### config.mk
export PLATFORM = sky130hd
export DESIGN_NAME = seq_alu_flat
export DESIGN_NICKNAME = d
export VERILOG_FILES = /design/src/rtl/alu_pkg.sv /design/src/rtl/seq_alu_if.sv /design/src/rtl/seq_alu_iter.sv /design/src/rtl/seq_alu.sv /design/src/flat_wrapper.sv
export SDC_FILE = /design/constraint.sdc
export NUM_CORES = 1
export LEC_CHECK = 0
export ABC_AREA = 1
export CAP_MARGIN = 20
export CORE_UTILIZATION = 29
export CTS_CLUSTER_SIZE = 14
export DETAILED_ROUTE_END_ITERATION = 8
export GPL_TIMING_DRIVEN = 0
export PLACE_DENSITY = 0.56
export SETUP_SLACK_MARGIN = 0.05
export SYNTH_ARGS = -nofsm -noshare
export SYNTH_HDL_FRONTEND = slang
export SYNTH_SLANG_ARGS = --single-unit
### constraint.sdc
create_clock -name clk -period 7.9 [get_ports clk]
set_clock_uncertainty 0.2 [all_clocks]
set_input_delay 1.58 -clock clk [delete_from_list [all_inputs] [get_ports clk]]
set_output_delay 1.58 -clock clk [all_outputs]
set_load 0.01 [all_outputs]
### src/rtl/alu_pkg.sv
// Shared definitions for the sequential EX-stage ALU: op-codes, FSM states
// and the iteration-counter width helper.
// Optional divider support is selected by the ALU_DIV_EN macro (see seq_alu).
package alu_pkg;

    localparam logic [3:0] OP_AND  = 4'b0000;
    localparam logic [3:0] OP_OR   = 4'b0001;
    localparam logic [3:0] OP_ADD  = 4'b0010;
    localparam logic [3:0] OP_SUB  = 4'b0011;
    localparam logic [3:0] OP_MUL  = 4'b1000;
    localparam logic [3:0] OP_DIVU = 4'b1001;
    localparam logic [3:0] OP_REMU = 4'b1010;

    typedef enum logic [2:0] {
        S_IDLE,
        S_EXEC,
        S_MUL,
        S_DIV,
        S_DONE
    } state_t;

    // Bits needed to count 0 .. width-1 iterations.
    function automatic int cnt_width(input int width);
        return (width > 1) ? $clog2(width) : 1;
    endfunction

endpackage

### src/rtl/seq_alu_if.sv
// Start/done request bus between the control FSM (master) and seq_alu (slave).
interface seq_alu_if #(
    parameter int WIDTH = 32
) ();

    logic             start;
    logic [3:0]       alu_op;
    logic [WIDTH-1:0] data1;
    logic [WIDTH-1:0] data2;
    logic             busy;
    logic             done;
    logic [WIDTH-1:0] dataout;
    logic [WIDTH-1:0] dataout_hi;
    logic             zero;
    logic             overflow;
    logic             illegal;

    modport master (
        output start, alu_op, data1, data2,
        input  busy, done, dataout, dataout_hi, zero, overflow, illegal
    );

    modport slave (
        input  start, alu_op, data1, data2,
        output busy, done, dataout, dataout_hi, zero, overflow, illegal
    );

endinterface

### src/rtl/seq_alu_iter.sv
// Iterative datapath for seq_alu: radix-2 shift-add multiplier and, when
// ALU_DIV_EN is defined, a restoring divider sharing the same hi/lo shift
// register, adder and iteration counter.
// After i_load it runs WIDTH steps, then raises o_fin until the next load.
// MUL:  {o_hi,o_lo} = i_a * i_b.   DIV: o_lo = i_a / i_b, o_hi = i_a % i_b
// (divide by zero: quotient all-ones, remainder = i_a).
module seq_alu_iter
    import alu_pkg::*;
#(
    parameter int WIDTH = 32
) (
    input  logic             clk,
    input  logic             reset,
    input  logic             i_load,
`ifdef ALU_DIV_EN
    input  logic             i_div,
`endif
    input  logic [WIDTH-1:0] i_a,
    input  logic [WIDTH-1:0] i_b,
    output logic             o_fin,
    output logic [WIDTH-1:0] o_hi,
    output logic [WIDTH-1:0] o_lo
);

    localparam int            CW   = cnt_width(WIDTH);
    localparam logic [CW-1:0] LAST = CW'(WIDTH - 1);

    logic [CW-1:0]    r_count;
    logic             r_run;
    logic             r_fin;
    logic [WIDTH-1:0] r_hi;
    logic [WIDTH-1:0] r_lo;
    logic [WIDTH-1:0] r_m;

`ifdef ALU_DIV_EN
    logic             r_div;
    logic [WIDTH:0]   w_shift;
    logic [WIDTH+1:0] w_op_a;
    logic [WIDTH+1:0] w_op_b;
    logic [WIDTH+1:0] w_sum;

    // Partial remainder shifted left with the next dividend bit.
    assign w_shift = {r_hi, r_lo[WIDTH-1]};

    // One shared adder: MUL adds the gated multiplicand, DIV subtracts the divisor.
    always_comb begin
        w_op_a = r_div ? {1'b0, w_shift} : {2'b00, r_hi};
        w_op_b = r_div ? ~{2'b00, r_m} : (r_lo[0] ? {2'b00, r_m} : '0);
    end

    assign w_sum = w_op_a + w_op_b + {{(WIDTH + 1){1'b0}}, r_div};
`else
    logic [WIDTH:0] w_sum;

    assign w_sum = {1'b0, r_hi} + (r_lo[0] ? {1'b0, r_m} : '0);
`endif

    // Load operands, then one shift-add (or shift-subtract) step per cycle.
    always_ff @(posedge clk or posedge reset) begin
        // NOTE: datapath registers are reset as well so a mid-op reset leaves no stale state.
        if (reset) begin
            r_count <= '0;
            r_run   <= 1'b0;
            r_fin   <= 1'b0;
            r_hi    <= '0;
            r_lo    <= '0;
            r_m     <= '0;
`ifdef ALU_DIV_EN
            r_div   <= 1'b0;
`endif
        end else if (i_load) begin
            r_count <= '0;
            r_run   <= 1'b1;
            r_fin   <= 1'b0;
            r_hi    <= '0;
`ifdef ALU_DIV_EN
            r_div   <= i_div;
            r_lo    <= i_div ? i_a : i_b;
            r_m     <= i_div ? i_b : i_a;
`else
            r_lo    <= i_b;
            r_m     <= i_a;
`endif
        end else if (r_run) begin
`ifdef ALU_DIV_EN
            if (r_div) begin
                if (!w_sum[WIDTH+1]) begin
                    r_hi <= w_sum[WIDTH-1:0];
                    r_lo <= {r_lo[WIDTH-2:0], 1'b1};
                end else begin
                    r_hi <= w_shift[WIDTH-1:0];
                    r_lo <= {r_lo[WIDTH-2:0], 1'b0};
                end
            end else begin
                r_hi <= w_sum[WIDTH:1];
                r_lo <= {w_sum[0], r_lo[WIDTH-1:1]};
            end
`else
            r_hi <= w_sum[WIDTH:1];
            r_lo <= {w_sum[0], r_lo[WIDTH-1:1]};
`endif
            if (r_count == LAST) begin
                r_run <= 1'b0;
                r_fin <= 1'b1;
            end else begin
                r_count <= r_count + 1'b1;
            end
        end
    end

    assign o_fin = r_fin;
    assign o_hi  = r_hi;
    assign o_lo  = r_lo;

endmodule

### src/rtl/seq_alu.sv
// seq_alu: multi-cycle EX-stage ALU with start/busy/done handshake.
// Holds the control FSM, the single-cycle ops (AND/OR/ADD/SUB) and the
// registered result/flag outputs; MUL (and DIVU/REMU) run in seq_alu_iter.
// Define ALU_DIV_EN to enable DIVU/REMU; otherwise those codes are illegal.
// Results and flags stay stable from one done pulse to the next.
module seq_alu
    import alu_pkg::*;
#(
    parameter int WIDTH = 32
) (
    input  logic       clk,
    input  logic       reset,
    seq_alu_if.slave   bus
);

    state_t           r_state;
    logic [3:0]       r_op;
    logic [WIDTH-1:0] r_a;
    logic [WIDTH-1:0] r_b;
    logic             r_busy;
    logic             r_done;
    logic [WIDTH-1:0] r_dataout;
    logic [WIDTH-1:0] r_dataout_hi;
    logic             r_zero;
    logic             r_overflow;
    logic             r_illegal;

    logic             w_accept;
    logic             w_is_mul;
    logic             w_load;
    logic [WIDTH-1:0] w_add;
    logic [WIDTH-1:0] w_sub;
    logic [WIDTH-1:0] w_res;
    logic             w_ovf;
    logic             w_ill;
    logic             w_fin;
    logic [WIDTH-1:0] w_hi;
    logic [WIDTH-1:0] w_lo;

    assign w_accept = bus.start && (r_state == S_IDLE);
    assign w_is_mul = (bus.alu_op == OP_MUL);

`ifdef ALU_DIV_EN
    logic w_is_div;
    assign w_is_div = (bus.alu_op == OP_DIVU) || (bus.alu_op == OP_REMU);
    assign w_load   = w_accept && (w_is_mul || w_is_div);
`else
    assign w_load   = w_accept && w_is_mul;
`endif

    seq_alu_iter #(
        .WIDTH (WIDTH)
    ) u_iter (
        .clk    (clk),
        .reset  (reset),
        .i_load (w_load),
`ifdef ALU_DIV_EN
        .i_div  (w_is_div),
`endif
        .i_a    (bus.data1),
        .i_b    (bus.data2),
        .o_fin  (w_fin),
        .o_hi   (w_hi),
        .o_lo   (w_lo)
    );

    assign w_add = r_a + r_b;
    assign w_sub = r_a - r_b;

    // Single-cycle result and flags from the latched operands.
    always_comb begin
        // NOTE: every output gets a default first, so no path can infer a latch.
        w_res = '0;
        w_ovf = 1'b0;
        w_ill = 1'b0;
        case (r_op)
            OP_AND: w_res = r_a & r_b;
            OP_OR:  w_res = r_a | r_b;
            OP_ADD: begin
                w_res = w_add;
                w_ovf = (r_a[WIDTH-1] == r_b[WIDTH-1]) && (w_add[WIDTH-1] != r_a[WIDTH-1]);
            end
            OP_SUB: begin
                w_res = w_sub;
                w_ovf = (r_a[WIDTH-1] != r_b[WIDTH-1]) && (w_sub[WIDTH-1] != r_a[WIDTH-1]);
            end
            default: w_ill = 1'b1;
        endcase
    end

    // Control FSM with registered handshake and result outputs.
    always_ff @(posedge clk or posedge reset) begin
        // NOTE: non-blocking assignments keep every register update on the same clock edge.
        if (reset) begin
            r_state      <= S_IDLE;
            r_op         <= '0;
            r_a          <= '0;
            r_b          <= '0;
            r_busy       <= 1'b0;
            r_done       <= 1'b0;
            r_dataout    <= '0;
            r_dataout_hi <= '0;
            r_zero       <= 1'b0;
            r_overflow   <= 1'b0;
            r_illegal    <= 1'b0;
        end else begin
            r_done <= 1'b0;
            case (r_state)
                S_IDLE: begin
                    if (w_accept) begin
                        r_op   <= bus.alu_op;
                        r_a    <= bus.data1;
                        r_b    <= bus.data2;
                        r_busy <= 1'b1;
                        if (w_is_mul) begin
                            r_state <= S_MUL;
`ifdef ALU_DIV_EN
                        end else if (w_is_div) begin
                            r_state <= S_DIV;
`endif
                        end else begin
                            r_state <= S_EXEC;
                        end
                    end
                end
                S_EXEC: begin
                    r_state      <= S_DONE;
                    r_done       <= 1'b1;
                    r_dataout    <= w_res;
                    r_dataout_hi <= '0;
                    r_zero       <= (w_res == '0);
                    r_overflow   <= w_ovf;
                    r_illegal    <= w_ill;
                end
                S_MUL: begin
                    if (w_fin) begin
                        r_state      <= S_DONE;
                        r_done       <= 1'b1;
                        r_dataout    <= w_lo;
                        r_dataout_hi <= w_hi;
                        r_zero       <= (w_lo == '0);
                        r_overflow   <= 1'b0;
                        r_illegal    <= 1'b0;
                    end
                end
`ifdef ALU_DIV_EN
                S_DIV: begin
                    // Iterator leaves quotient in lo and remainder in hi; REMU swaps them.
                    if (w_fin) begin
                        r_state      <= S_DONE;
                        r_done       <= 1'b1;
                        r_overflow   <= 1'b0;
                        r_illegal    <= 1'b0;
                        if (r_op == OP_REMU) begin
                            r_dataout    <= w_hi;
                            r_dataout_hi <= w_lo;
                            r_zero       <= (w_hi == '0);
                        end else begin
                            r_dataout    <= w_lo;
                            r_dataout_hi <= w_hi;
                            r_zero       <= (w_lo == '0);
                        end
                    end
                end
`endif
                S_DONE: begin
                    r_state <= S_IDLE;
                    r_busy  <= 1'b0;
                end
                default: begin
                    r_state <= S_IDLE;
                    r_busy  <= 1'b0;
                end
            endcase
        end
    end

    assign bus.busy       = r_busy;
    assign bus.done       = r_done;
    assign bus.dataout    = r_dataout;
    assign bus.dataout_hi = r_dataout_hi;
    assign bus.zero       = r_zero;
    assign bus.overflow   = r_overflow;
    assign bus.illegal    = r_illegal;

endmodule

### src/flat_wrapper.sv
// flat-port wrapper written by rule: the top's interface ports become plain ports
module seq_alu_flat import alu_pkg::*;
#(
    parameter int WIDTH = 32
)
  (clk, reset, bus_start, bus_alu_op, bus_data1, bus_data2, bus_busy, bus_done, bus_dataout, bus_dataout_hi, bus_zero, bus_overflow, bus_illegal);
  seq_alu_if #(.WIDTH(WIDTH)) bus_i ();
  input  logic clk;
  input  logic reset;
  input wire logic [$bits(bus_i.start)-1:0] bus_start;
  input wire logic [$bits(bus_i.alu_op)-1:0] bus_alu_op;
  input wire logic [$bits(bus_i.data1)-1:0] bus_data1;
  input wire logic [$bits(bus_i.data2)-1:0] bus_data2;
  output wire logic [$bits(bus_i.busy)-1:0] bus_busy;
  output wire logic [$bits(bus_i.done)-1:0] bus_done;
  output wire logic [$bits(bus_i.dataout)-1:0] bus_dataout;
  output wire logic [$bits(bus_i.dataout_hi)-1:0] bus_dataout_hi;
  output wire logic [$bits(bus_i.zero)-1:0] bus_zero;
  output wire logic [$bits(bus_i.overflow)-1:0] bus_overflow;
  output wire logic [$bits(bus_i.illegal)-1:0] bus_illegal;
  assign bus_i.start = bus_start;
  assign bus_i.alu_op = bus_alu_op;
  assign bus_i.data1 = bus_data1;
  assign bus_i.data2 = bus_data2;
  assign bus_busy = bus_i.busy;
  assign bus_done = bus_i.done;
  assign bus_dataout = bus_i.dataout;
  assign bus_dataout_hi = bus_i.dataout_hi;
  assign bus_zero = bus_i.zero;
  assign bus_overflow = bus_i.overflow;
  assign bus_illegal = bus_i.illegal;
  seq_alu #(.WIDTH(WIDTH)) u_core (.clk(clk), .reset(reset), .bus(bus_i));
endmodule
==> results of run 1 <==
[final cells by class]
type | count | area (sq um)
clock buffer | 40 | 783
timing repair buffer | 145 | 1510
clock inverter | 8 | 92.6
multi-input combinational | 1845 | 9480
inverter | 469 | 1760
tap | 782 | 978
sequential | 243 | 6080
fill | 6628 | 39300
buffer | 92 | 405
[how the worst max path moves through the flow]
stage / start / end / depth (start not counted)
floorplan: reset / u_core.bus.busy$_DFFE_PP0P_ / 1
global placement: reset / u_core.bus.dataout[25]$_DFFE_PP0P_ / 2
detailed placement: bus_alu_op[1] / u_core.u_iter.o_hi[29]$_DFFE_PP0P_ / 8
CTS: bus_alu_op[1] / u_core.u_iter.o_hi[29]$_DFFE_PP0P_ / 8
global route: bus_alu_op[1] / u_core.u_iter.o_hi[1]$_DFFE_PP0P_ / 8
finish: bus_alu_op[1] / u_core.u_iter.o_hi[29]$_DFFE_PP0P_ / 8
[synth_stat cells (all sizes together) (5+ instances only)]
| library cell | count | area [sq um] |
|---|---|---|
| o21bai | 14 | 105 |
| a31oi | 8 | 50.1 |
| nor3 | 22 | 120 |
| nand3 | 152 | 776 |
| clkbuf | 58 | 220 |
| nand2 | 786 | 2970 |
| nand4 | 25 | 156 |
| a21oi | 118 | 613 |
| xor2 | 5 | 43.8 |
| buf | 34 | 185 |
| o22ai | 44 | 275 |
| nor4 | 10 | 68.8 |
| o21ai | 247 | 1240 |
| dfrtp | 243 | 6080 |
| nand3b | 10 | 75.1 |
| inv | 467 | 1750 |
| o211ai | 8 | 60.1 |
| o221ai | 23 | 201 |
| nor2 | 214 | 821 |
| ha | 134 | 1680 |
[per-stage QoR]
stage | worst slack [ns] | hold slack [ns] | util, % | std cells
finish | 3.56 | 0.265 | 35.0 | 3624
global route | 3.41 | 0.294 | 35.0 | 3624
CTS | 3.52 | 0.270 | 35.0 | 3624
detailed placement | 2.94 | 0.262 | 33.5 | 3576
global placement | 0.896 | 0.252 | 33.3 | 3570
floorplan | 2.93 | 0.226 | - | 2649
[critical path, delay by kind of cell]
family	cells	cell delay [ns]
and+or+nand+nor	3	1.05
AOI/OAI and AO/OA	1	0.17
buffers and inverters	4	1.72
[logic make-up (layout without fill, tap and decap cells)]
| kind of cell | after synthesis | after routing |
|---|---|---|
| and+or+nand+nor | 1223 | 1223 |
| buffers and inverters | 561 | 754 |
| AOI/OAI and AO/OA | 478 | 478 |
| DFF | 243 | 243 |
| adders and majority gates | 137 | 137 |
| xor gates and xnor gates | 7 | 7 |
[state kept, by name (all words and copies together) (netlist names)]
signal	cells
u_core.bus.illegal	1
u_core.bus.dataout_hi	32
u_core.u_iter.r_count	5
u_core.r_b	32
u_core.r_a	32
u_core.bus.dataout	32
u_core.u_iter.r_run	1
u_core.r_op	4
u_core.r_state	3
u_core.bus.overflow	1
u_core.bus.done	1
u_core.bus.zero	1
u_core.bus.busy	1
u_core.u_iter.r_m	32
u_core.u_iter.o_hi	32
u_core.u_iter.o_lo	32
u_core.u_iter.o_fin	1
[metal layers]
| layer | track usage [%] | routed length (um) | up-vias | share of wire (%) |
|---|---|---|---|---|
| met5 | 0 | 23 | - | 0.034 |
| met2 | 37.0 | 32400 | 463 | 48 |
| met1 | 27.6 | 29800 | 8222 | 44 |
| met3 | 1.41 | 2440 | 116 | 3.6 |
| li1 | - | - | 8773 | - |
| met4 | 8.29 | 2630 | 4 | 3.9 |
[report_power, final]
| group | internal, W | switching (W) | total [W] |
|---|---|---|---|
| combinational | 0.00132 | 0.00280 | 0.00411 |
| sequential | 0.00162 | 0.000352 | 0.00197 |
| clock | 0.000719 | 0.000536 | 0.00126 |
==> implementation parameters, run 1 <==
Parameter                              Value

Clock tree
  CTS root buffer    clkbuf_16
  Count of clock tree sinks    243
  Worst-skew pair later-pin latency    0.56 ns
  Number of levels in the clock H-tree    1
  Count of hold buffers inserted by post-cts repair    0
  Buffer count from post-CTS setup fixing    0
  Maximum number of buffers from clock root to sink    3
  Number of buffers created by CTS    26
  Clock-pin slew reported for the worst setup and hold paths after clock tree synthesis    0.06 ns
  Gates resized, CTS repair    0
  CTS tree    built

Synthesis
  Post-Synthesis Cell Area    17700 sq um
  Dominant synthesized flop cell    dfrtp_1
  Mean cell area of the mapped netlist    6.69 sq um
  Post-synthesis share of cell area spent on xor and xnor gates    0.346%
  Number of nets produced by synthesis    2857
  Share of the yosys chip area belonging to registers    34.3%
  Number of warnings printed during yosys synthesis    0
  Async SR Flop Fraction    100%
  Number of standard cells after synthesis    2649
  Largest family of logic cells by synthesized area    simple AND/OR/NAND/NOR gates
  Share of cell area taken by muxes after synthesis    0%
  Number of synthesized flops with an enable pin    0
  Number of distinct library cells after synthesis    49
  Share of the synthesized area in compound gates (AO/OA/AOI/OAI)    15.1%
  Post-synthesis share of cell area spent on full adders, half adders and majority gates    9.80%
  Number of storage elements in the synthesis netlist    243
  Basic-gate share of the synthesized area counting and, or, nand and nor cells    28.3%

Routing
  First-pass iteration count of the detailed router    5
  Drt first-iter violations    1274
  Wire length after detailed routing    67300 um
  Number of antenna-violating nets in the routed design    0
  Routed via count    17600
  Routed vias/inst    4.85
  Post-route DRC violation count    0
  Average detailed-routed wire length per instance    18.6 um

Global routing
  Number of antenna violations at the first check in global routing    2
  First-pass GRT wire length    102000 um
  Maximum number of pins on one net before global-route repair    41
  GRT Total Usage    21.3%
  Remaining global-route overflow    0
  Vias in the first global route    17100

Critical path
  CP arrival    4.52 ns
  Critical Setup Path Class    input pin to register
  Worst reg2reg path depth    20
  Reg2Reg Launch Point    u_core.u_iter.o_lo[0]$_DFFE_PP0P_
  Flop-to-flop setup slack    4.16 ns
  Required @ worst endpoint    8.08 ns
  R2r endpoint    u_core.u_iter.o_hi[22]$_DFFE_PP0P_
  Slowest-stage cell, CP    clkbuf_1
  CP Cell Sequence    clkdlybuf4s50_1, nor4_1, nand2_1, inv_2, nor2_1, inv_1, clkbuf_1, o22ai_1
  Largest stage delay, worst path    0.81 ns
  Element type at the critical path end    register
  Highest net fanout along the worst path    10
  Launching element type of the critical path    input pin

STA
  Accumulated negative setup slack    0 ns
  Max transition margin    32.0%
  Fin crit share    54.9%
  Minimum clock period    4.34 ns
  Maximum clock frequency    230 MHz
  Setup repair after global routing missed its margin    false
  Number of endpoints failing setup at the final stage    0
  Final-report hold violation count    0
  Measured slew at the worst slew-check pin    1.02 ns
  Slew Viols, Final    0

Power
  PwrDens    348 nW/um^2
  Power consumption    0.00734 W
  Max IR drop VDD    0.160 mV
  Leakage power    10.8 nW

Die
  Core Region    60400 sq um
  Starting density of the core    29.4%
  Total die area    62100 sq um
  Die Width    249 um
  I/O pin cnt    140
  Height of the die    249 um
  Std cell rows    90

Worst hold path
  Number of cells on the worst hold path    1
  Worst min path class    register to register
  Hold_sp    u_core.u_iter.r_count[3]$_DFFE_PP0P_
  Sink of the worst hold path    u_core.u_iter.r_count[3]$_DFFE_PP0P_

Layout
  Fraction of final layout cells sized beyond drive strength 1    4.29%
  Area Growth Syn to Fin    19.0%
  Post-route cell area    21100 sq um
  Antenna fix cells    0
  Leading cell types in the layout, fill and taps excluded    nand2_1, inv_1, dfrtp_1, o21ai_0, nor2_1
  Nets    3030
  Most common cell after layout, fill and taps aside    nand2_1

Place
  Half-perimeter wire length after detailed placement    55700 um
  Count of buffers inserted at the top-level ports    139
  Placed cell areas    20200 sq um
  Placer's final routability congestion estimate    0.964

Flow run
  Total of max-cap violations    0

Run status
  Outcome    completed
(Power assumes the default switching activity.)
==> run 2: changes to the inputs <==
- clock period: 7.9 -> 3.6 ns (I/O delays scaled with it)
==> implementation parameters, run 2 (synthesis gave the netlist of run 1 again) <==
Parameter                              Value

Layout
  Fraction of final layout cells sized beyond drive strength 1    4.61%
  Area Growth Syn to Fin    19.1%
  Fraction of the core area covered by cells at the end of the flow    35.0%
  Nets    3028
  Antenna fix cells    0
  Area taken by multi-input logic gates    9490 sq um
  Leading cell types in the layout, fill and taps excluded    nand2_1, inv_1, dfrtp_1, o21ai_0, nor2_1
  Register cell area after layout    6080 sq um
  Number of inserted filler cells in the final layout    6628
  Post-Layout Cell Count    3622
  Post-route cell area    21100 sq um
  Most common cell after layout, fill and taps aside    nand2_1

Critical path
  Delay-heaviest family, CP    simple AND/OR/NAND/NOR gates
  Element type at the critical path end    register
  Critical Setup Path Class    register to register
  Slowest-stage cell, CP    fa_1
  Largest stage delay, worst path    0.46 ns
  CP arrival    3.77 ns
  Required @ worst endpoint    3.89 ns
  Launching element type of the critical path    register
  Most repeated library cell on the critical path    nand2_1
  CP Cell Sequence    ha_2, inv_1, fa_1, inv_1, nand3_1, nand2_1, nand4_1, nand2_1, nand3b_1, nand2_1, nand2_1, nand3_1, nand2_1, nor2_1, nand2_1, nor2_1, nand3_1, a21oi_2
  Highest net fanout along the worst path    5
  CP Buf/Inv Count    2

Global routing
  Maximum number of pins on one net before global-route repair    41
  Number of antenna violations at the first check in global routing    2
  Remaining global-route overflow    0
  GRT Total Usage    21.3%
  Vias in the first global route    17100
  First-pass GRT wire length    102000 um

Power
  Share of total power in combinational logic    56.1%
  Sequential power share    26.9%
  PwrDens    764 nW/um^2
  Max IR drop VDD    0.351 mV
  Leakage power    10.8 nW
  Switching power total    0.00810 W
  Internal cell power    0.00803 W
  Switching Share    50.2%
  Clock share of power    17.0%

Place
  Placer's final routability congestion estimate    0.964
  Half-perimeter wire length after detailed placement    55700 um
  # placed instances    3576
  Placed cell areas    20200 sq um
  Count of buffers inserted at the top-level ports    139

Clock tree
  Clock-pin slew reported for the worst setup and hold paths after clock tree synthesis    0.06 ns
  Maximum number of buffers from clock root to sink    3
  CTS root buffer    clkbuf_16
  Worst-skew pair later-pin latency    0.55 ns
  Number of levels in the clock H-tree    1
  Number of buffers created by CTS    26
  Count of clock tree sinks    243
  CTS tree    built

STA
  Maximum clock frequency    287 MHz
  Measured slew at the worst slew-check pin    0.994 ns
  Minimum clock period    3.48 ns
  Number of endpoints failing setup at the final stage    0
  Max transition margin    33.7%
  Final-report hold violation count    0
  Fin crit share    96.7%
  Slew Viols, Final    0
  Setup repair after global routing missed its margin    false

Die
  Height of the die    249 um
  Total die area    62100 sq um
  Core Region    60400 sq um
  Die Width    249 um
  Starting density of the core    29.4%
  I/O pin cnt    140
  Std cell rows    90

Routing
  Post-route DRC violation count    0
  Drt first-iter violations    1173
  First-pass iteration count of the detailed router    5
  Routed vias/inst    4.86
  Average detailed-routed wire length per instance    18.6 um
  Number of antenna-violating nets in the routed design    0
  Wire length after detailed routing    67400 um
  Routed via count    17600

Run status
  Outcome    completed

Worst hold path
  Worst min path class    register to register

Flow run
  Total of max-cap violations    0
run 2: cell count changes in the layout (fill, tap and decap cells not counted):
| cell | change |
|---|---|
| dfrtp_1 | -1 |
| clkbuf_2 | +4 |
| ha_1 | -2 |
| o21ai_2 | +1 |
| nor2_1 | -1 |
| nor2_2 | +1 |
| o21ai_1 | -1 |
| ha_2 | +2 |
| clkbuf_1 | -6 |
| dfrtp_2 | +1 |
run 2: per-layer routing:
layer	vias up	track usage, %	routed length (um)
li1	8777	-	-
met1	8217	27.6	29500
met2	492	36.9	32500
met3	113	1.41	2760
met4	4	8.55	2630
met5	-	0	24
run 2: repair_timing:
action | 4_1_cts | 5_1_grt
setup endpoints to repair | 15 | 39
gates resized for setup | 3 | 8
hold buffers | 0 | 0
setup buffers | 0 | 0
run 2: power groups by stage:
| stage | registers (W) | clock network (W) | logic, W |
|---|---|---|---|
| after global placement | 0.00434 | 0 | 0.00887 |
| after detailed placement | 0.00435 | 0 | 0.00890 |
| after floorplan | 0.00411 | 0 | 0.00600 |
| final | 0.00434 | 0.00275 | 0.00904 |
| after CTS | 0.00432 | 0.00280 | 0.00894 |
| after global routing | 0.00442 | 0.00287 | 0.0101 |
run 2: area by class of cell:
class / count / share of cell area, %
repair buffers: 145 / 7.16
multi-input cells: 1845 / 45.0
well taps: 782 / 4.64
inverters: 469 / 8.36
flip-flops and latches: 243 / 28.8
plain buffers: 90 / 1.91
clock inverters: 8 / 0.439
clock buffers: 40 / 3.71
run 2: final timing paths:
| check | startpoint | end | depth (start not counted) | slack [ns] |
|---|---|---|---|---|
| max in group asynchronous | reset | u_core.r_a[30]$_DFFE_PP0P_ | 5 | 1.53 |
| min in group asynchronous | reset | u_core.bus.illegal$_DFFE_PP0P_ | 2 | 0.48 |
| max | u_core.r_a[0]$_DFFE_PP0P_ | u_core.bus.zero$_DFFE_PP0P_ | 18 | 0.12 |
| max reg2reg | u_core.r_a[0]$_DFFE_PP0P_ | u_core.bus.zero$_DFFE_PP0P_ | 18 | 0.12 |
| min reg2reg | u_core.u_iter.r_count[3]$_DFFE_PP0P_ | u_core.u_iter.r_count[3]$_DFFE_PP0P_ | 1 | 0.27 |
| min | u_core.u_iter.r_count[3]$_DFFE_PP0P_ | u_core.u_iter.r_count[3]$_DFFE_PP0P_ | 1 | 0.27 |
run 2: stage by stage:
| stage | hold WS [ns] | power [W] | setup TNS, ns | setup WS (ns) |
|---|---|---|---|---|
| 3_5_place_dp | 0.262 | 0.0133 | -5.80 | -0.495 |
| 4_1_cts | 0.270 | 0.0161 | 0 | 0.0768 |
| 6_report | 0.268 | 0.0161 | 0 | 0.119 |
| 2_1_floorplan | 0.226 | 0.0101 | -123.88 | -0.510 |
| 3_3_place_gp | 0.252 | 0.0132 | -613.81 | -2.54 |
| 5_1_grt | 0.294 | 0.0174 | 0 | 0.0564 |
